`src/rtl/credit_pkg.sv`:
```
// Shared definitions for the credit-based link endpoints.
package credit_pkg;

  // Width needed to hold a credit count in the range 0..max.
  function automatic int unsigned cnt_width(input int unsigned max);
    return $clog2(max + 1);
  endfunction

  // Per-cycle credit counter operation, encoded as {inc, dec}.
  typedef enum logic [1:0] {
    CR_HOLD = 2'b00,
    CR_DEC  = 2'b01,
    CR_INC  = 2'b10,
    CR_BOTH = 2'b11
  } credit_op_e;

endpackage

```
`src/rtl/credit_counter.sv`:
```
// Saturating up/down credit counter with sticky overflow flag.
module credit_counter
  import credit_pkg::*;
#(
  parameter int unsigned MAX = 8
) (
  input  logic                         clk,
  input  logic                         rst_n,
  input  logic                         inc,
  input  logic                         dec,
  output logic [cnt_width(MAX)-1:0]    cnt,
  output logic                         ovf
);

  localparam int unsigned W = cnt_width(MAX);
  localparam logic [W-1:0] MAX_CNT = W'(MAX);

  logic [W-1:0] cnt_q, cnt_d;
  logic         ovf_q, ovf_d;
  credit_op_e   op;

  // Next count: inc+dec together cancel before any saturation check.
  always_comb begin
    cnt_d = cnt_q;
    ovf_d = ovf_q;
    op    = credit_op_e'({inc, dec});
    case (op)
      CR_DEC:  cnt_d = cnt_q - W'(1);
      CR_INC: begin
        if (cnt_q == MAX_CNT) ovf_d = 1'b1;
        else                  cnt_d = cnt_q + W'(1);
      end
      default: cnt_d = cnt_q;
    endcase
  end

  // Counter and overflow state registers.
  always_ff @(posedge clk or negedge rst_n) begin
    if (!rst_n) begin
      cnt_q <= MAX_CNT;
      ovf_q <= 1'b0;
    end else begin
      cnt_q <= cnt_d;
      ovf_q <= ovf_d;
    end
  end

  assign cnt = cnt_q;
  assign ovf = ovf_q;

endmodule

```
`src/rtl/credit_sender.sv`:
```
// Transmit endpoint of the credit link: forwards accepted beats as one-cycle
// pulses stamped with a wrapping sequence number, gated by held credits.
module credit_sender
  import credit_pkg::*;
#(
  parameter int unsigned MAX_CREDITS = 8,
  parameter int unsigned DATA_W      = 32,
  parameter int unsigned SEQ_W       = 4
) (
  input  logic                                clk,
  input  logic                                rst_n,
  input  logic                                in_valid,
  input  logic [DATA_W-1:0]                   in_data,
  output logic                                in_ready,
  output logic                                out_valid,
  output logic [DATA_W-1:0]                   out_data,
  output logic [SEQ_W-1:0]                    out_seq,
  input  logic                                credit_ret,
  output logic [cnt_width(MAX_CREDITS)-1:0]   credit_cnt,
  output logic                                idle,
  output logic                                err_overflow
);

  localparam int unsigned CNT_W = cnt_width(MAX_CREDITS);
  localparam logic [CNT_W-1:0] MAX_CNT = CNT_W'(MAX_CREDITS);

  logic              send;
  logic              out_valid_q, out_valid_d;
  logic [DATA_W-1:0] out_data_q,  out_data_d;
  logic [SEQ_W-1:0]  out_seq_q,   out_seq_d;
  logic [SEQ_W-1:0]  seq_q,       seq_d;

  credit_counter #(
    .MAX (MAX_CREDITS)
  ) u_credit_counter (
    .clk   (clk),
    .rst_n (rst_n),
    .inc   (credit_ret),
    .dec   (send),
    .cnt   (credit_cnt),
    .ovf   (err_overflow)
  );

  // Ready depends only on registered credit state, never on in_valid.
  assign in_ready = (credit_cnt != '0);
  assign send     = in_valid & in_ready;

  // Capture a beat on send; payload and sequence hold otherwise.
  always_comb begin
    out_valid_d = send;
    out_data_d  = out_data_q;
    out_seq_d   = out_seq_q;
    seq_d       = seq_q;
    if (send) begin
      out_data_d = in_data;
      out_seq_d  = seq_q;
      seq_d      = seq_q + SEQ_W'(1);
    end
  end

  // Datapath and sequence counter registers.
  always_ff @(posedge clk or negedge rst_n) begin
    if (!rst_n) begin
      out_valid_q <= 1'b0;
      out_data_q  <= '0;
      out_seq_q   <= '0;
      seq_q       <= '0;
    end else begin
      out_valid_q <= out_valid_d;
      out_data_q  <= out_data_d;
      out_seq_q   <= out_seq_d;
      seq_q       <= seq_d;
    end
  end

  assign out_valid = out_valid_q;
  assign out_data  = out_data_q;
  assign out_seq   = out_seq_q;
  assign idle      = (credit_cnt == MAX_CNT) & ~out_valid_q;

endmodule

```
`config.mk`:
```
export PLATFORM = sky130hd
export DESIGN_NAME = credit_sender
export DESIGN_NICKNAME = d
export VERILOG_FILES = /design/src/rtl/credit_pkg.sv /design/src/rtl/credit_counter.sv /design/src/rtl/credit_sender.sv
export SDC_FILE = /design/constraint.sdc
export NUM_CORES = 1
export LEC_CHECK = 0
export BUFFER_PORTS_ARGS = -buffer_cell sky130_fd_sc_hd__buf_2
export CAP_MARGIN = 10
export CORE_UTILIZATION = 30
export CTS_BUF_LIST = sky130_fd_sc_hd__clkbuf_16
export DETAILED_ROUTE_END_ITERATION = 7
export HOLD_SLACK_MARGIN = 0.12
export PLACE_DENSITY_LB_ADDON = 0.1
export REMOVE_ABC_BUFFERS = 1
export SYNTH_ARGS = -nofsm -noshare
export SYNTH_HDL_FRONTEND = slang
export SYNTH_HIERARCHICAL = 1
export SYNTH_SLANG_ARGS = --single-unit
```
`constraint.sdc`:
```
create_clock -name clk -period 2.85 [get_ports clk]
set_input_delay 0.1425 -clock clk [delete_from_list [all_inputs] [get_ports clk]]
set_output_delay 0.1425 -clock clk [all_outputs]
set_load 0.03 [all_outputs]
```
==> flow_metrics.env <==
export IMPL_status="finished, final reports clean"
export IMPL_finalSetupTns_ns=0
export IMPL_peakVddDrop_mv=0.2984
export IMPL_synth_adder_area_share_pct=2.813
export IMPL_synth_xor_area_share_pct=1.713
export IMPL_nets=277
export IMPL_routabilityCongestion=0.7414
export IMPL_crit_buf_inv=1
export IMPL_clock_sinks=46
export IMPL_place_ws_ns=0.2879
export IMPL_ctsResizeCount=0
export IMPL_muxShareOfSynthArea_pct=28.26
export IMPL_overflow=0
export IMPL_numCtsBuffers=5
export IMPL_antenna_found_initial=0
export IMPL_worst_setup_path_start_kind="register"
export IMPL_drive_above_1_share_pct=53.78
export IMPL_yosysUniqueCellTypes=30
export IMPL_synth_simple_area_share_pct=5.321
export IMPL_area_growth_pct=45.02
export IMPL_cp_arrival_ns=2.75
export IMPL_cpPeakStageDelay_ns=0.53
export IMPL_final_max_slew_viol_count=0
export IMPL_async_reset_ff_share_pct=100.0
export IMPL_hp_class="in -> reg"
export IMPL_vias=1418
export IMPL_port_buffers=79
export IMPL_p_sw_mw=1.029
export IMPL_reg2reg_from="u_credit_counter/cnt[1]"
export IMPL_fp_dieW_um=84.58
export IMPL_num_io_pins=80
export IMPL_synth_edf_count=0
export IMPL_min_to="u_credit_counter/cnt[3]"
export IMPL_path_delay_family="compound AO/OA/AOI/OAI gates"
export IMPL_critPathRequiredTime_ns=3.02
export IMPL_post_route_period_util_pct=90.40
export IMPL_rsz0062_at_grt="false"
export IMPL_r2r_end="u_credit_counter/cnt[3]"
export IMPL_p_per_area_mw_per_mm2=912.3
export IMPL_hold_start="credit_ret"
export IMPL_finalCriticalPeriod_ns=2.576
export IMPL_clkLatencyLatePin_ns=0.28
export IMPL_start_util_pct=31.67
export IMPL_netlist_instances=121
export IMPL_critPathCaptureType="register"
export IMPL_slew_headroom_pct=32.89
export IMPL_max_freq_mhz=388.2
export IMPL_dieArea_mm2=0.007153
export IMPL_cts_max_level=2
export IMPL_viasPerCell=4.502
export IMPL_setup_violations=0
export IMPL_tritoncts="yes"
export IMPL_drt_initial_drc_count=50
export IMPL_path_cells="o41a_4, nor2b_1, inv_1, ha_1, a21oi_1, a211oi_1, nor4_1"
export IMPL_antennaDiodeCount=0
export IMPL_clk_pin_slew_worst_paths_ns=0.06
export IMPL_clkPwrFrac_pct=20.0
export IMPL_power_frac_comb_pct=41.7
export IMPL_grt_pass1_vias=1577
export IMPL_place_hpwl_mm=2.775
export IMPL_design_power_total_mw=2.707
export IMPL_crit_fanout=9
export IMPL_setup_ws_ns=0.2737
export IMPL_synth_area_mm2=0.002046
export IMPL_p_leak_nw=1.465
export IMPL_fp_coreArea_mm2=0.006459
export IMPL_ys_seq_elements=46
export IMPL_drv_cap=0
export IMPL_clock_skew_ns=0.002156
export IMPL_p_int_mw=1.678
export IMPL_ctsRootBufferMaster="clkbuf_16"
export IMPL_crit_type="reg -> reg"
export IMPL_worst_r2r_cell_count=7
export IMPL_p_sw_share_pct=38.01
export IMPL_ys_flop_type="dfrtp_1"
export IMPL_fp_row_count=29
export IMPL_synth_compound_area_share_pct=3.180
export IMPL_dr_pass1_iters=6
export IMPL_grt_pass1_wl_mm=7.341
export IMPL_ant_nets=0
export IMPL_timing_hold_violations_final=0
export IMPL_r2r_slack_ns=0.27
export IMPL_yosysWarnings=6
export IMPL_postSynthAreaPerCell_um2=16.91
export IMPL_seqPwrFrac_pct=38.3
export IMPL_die_height_um=84.58
export IMPL_wl_per_cell_um=13.87
export IMPL_track_usage_pct=13.10
export IMPL_synth_top_family_by_area="multiplexers"
export IMPL_drc=0
export IMPL_critPathSlowestCell="o41a_4"
export IMPL_synth_seq_area_share_pct=56.33
export IMPL_drt_wl_total_mm=4.369
export IMPL_cts_path_max_buffers=2
export IMPL_grt_max_degree=47
export IMPL_tightest_slew_ns=1.007
export IMPL_hold_depth=4
[per-layer routing]
layer | global-route usage [%] | vias to the layer above | wire, um
met2 | 23.95 | 43 | 2319
met4 | 4.777 | 0 | 57
met1 | 14.49 | 703 | 1795
met5 | 0 | - | 0
met3 | 3.638 | 6 | 197
li1 | - | 666 | -
[worst reg2reg max path, cell delays in order, from the launching register on]
cell	delay (ns)
dfrtp_1	0.50
o41a_4	0.54
nor2b_1	0.24
inv_1	0.15
ha_1	0.35
a21oi_1	0.24
a211oi_1	0.11
nor4_1	0.33
[worst max path at each step]
stage	start	to	cells past startpoint
finish	u_credit_counter/cnt[1]	u_credit_counter/cnt[3]	7
global route	u_credit_counter/cnt[1]	u_credit_counter/cnt[3]	7
CTS	u_credit_counter/cnt[1]	u_credit_counter/cnt[3]	7
detailed placement	u_credit_counter/cnt[1]	u_credit_counter/cnt[3]	7
global placement	u_credit_counter/cnt[1]	u_credit_counter/cnt[3]	7
floorplan	u_credit_counter/cnt[1]	u_credit_counter/cnt[3]	7
[Yosys cell counts, types with 2 or more instances]
library cell,number,share of area [%]
xor2_1,2,0.86
mux2_2,2,1.1
mux2_4,37,27
buf_6,4,2.2
dfrtp_1,45,55
ha_1,3,1.8
a211oi_1,2,0.73
nor2b_1,2,0.61
nor4_1,2,0.61
xnor2_1,2,0.86
[final cells by class]
type	instances	area, um2
Multi-Input combinational cell	70	844.6
Tap cell	77	96.34
Clock inverter	3	11.26
Clock buffer	5	125.1
Sequential cell	46	1152
Fill cell	596	3492
Inverter	1	3.754
Timing Repair Buffer	113	733.2
[registers in the layout, indices dropped and copies added (netlist names)]
register / cells
out_seq: 4
u_credit_counter/cnt: 4
u_credit_counter/ovf: 1
seq_q: 4
out_valid: 1
out_data: 32
[cell usage in the layout (no fill, tap or decap), types with 2 or more instances in the layout]
master and count:
buf_2 79, dfrtp_1 45, mux2_4 37, dlygate4sd3_1 33, clkbuf_16 5, ha_1 3
clkinv_1 3, nor4_1 2, xnor2_1 2, xor2_1 2, mux2_2 2, nor2b_1 2
a211oi_1 2
[stage by stage]
step                hold WS (ns)  util [%]  area, um2  cells
floorplan                -0.1531         -       2001    117
global placement          0.3550     38.71       2500    274
detailed placement        0.3770     38.71       2500    274
CTS                       0.2961     45.93       2967    315
global route              0.3468     45.93       2967    315
finish                    0.2959     45.93       2967    315
[power groups by stage]
| stage | Sequential (mW) | Clock, mW | Combinational, mW |
|---|---|---|---|
| global placement | 1.02 | 0 | 1.09 |
| CTS | 1.03 | 0.563 | 1.14 |
| global route | 1.07 | 0.594 | 1.20 |
| detailed placement | 1.04 | 0 | 1.11 |
| finish | 1.04 | 0.542 | 1.13 |
| floorplan | 1.34 | 0 | 0.477 |
[kinds of logic (layout without fill, tap and decap cells)]
logic type	count (synthesis)	count (layout)
AND/OR/NAND/NOR	16	16
buffers and inverters	5	122
multiplexers	39	39
XOR/XNOR	4	4
adder cells (fa/ha/maj)	4	4
flip-flops	46	46
AO/OA/AOI/OAI	7	7
[repair_timing]
item / 4_1_cts / 5_1_grt
buffers inserted: 0 / 0
hold buffers: 33 / 0
endpoints found under the hold margin: 77 / 0
(Power assumes the default switching activity.)
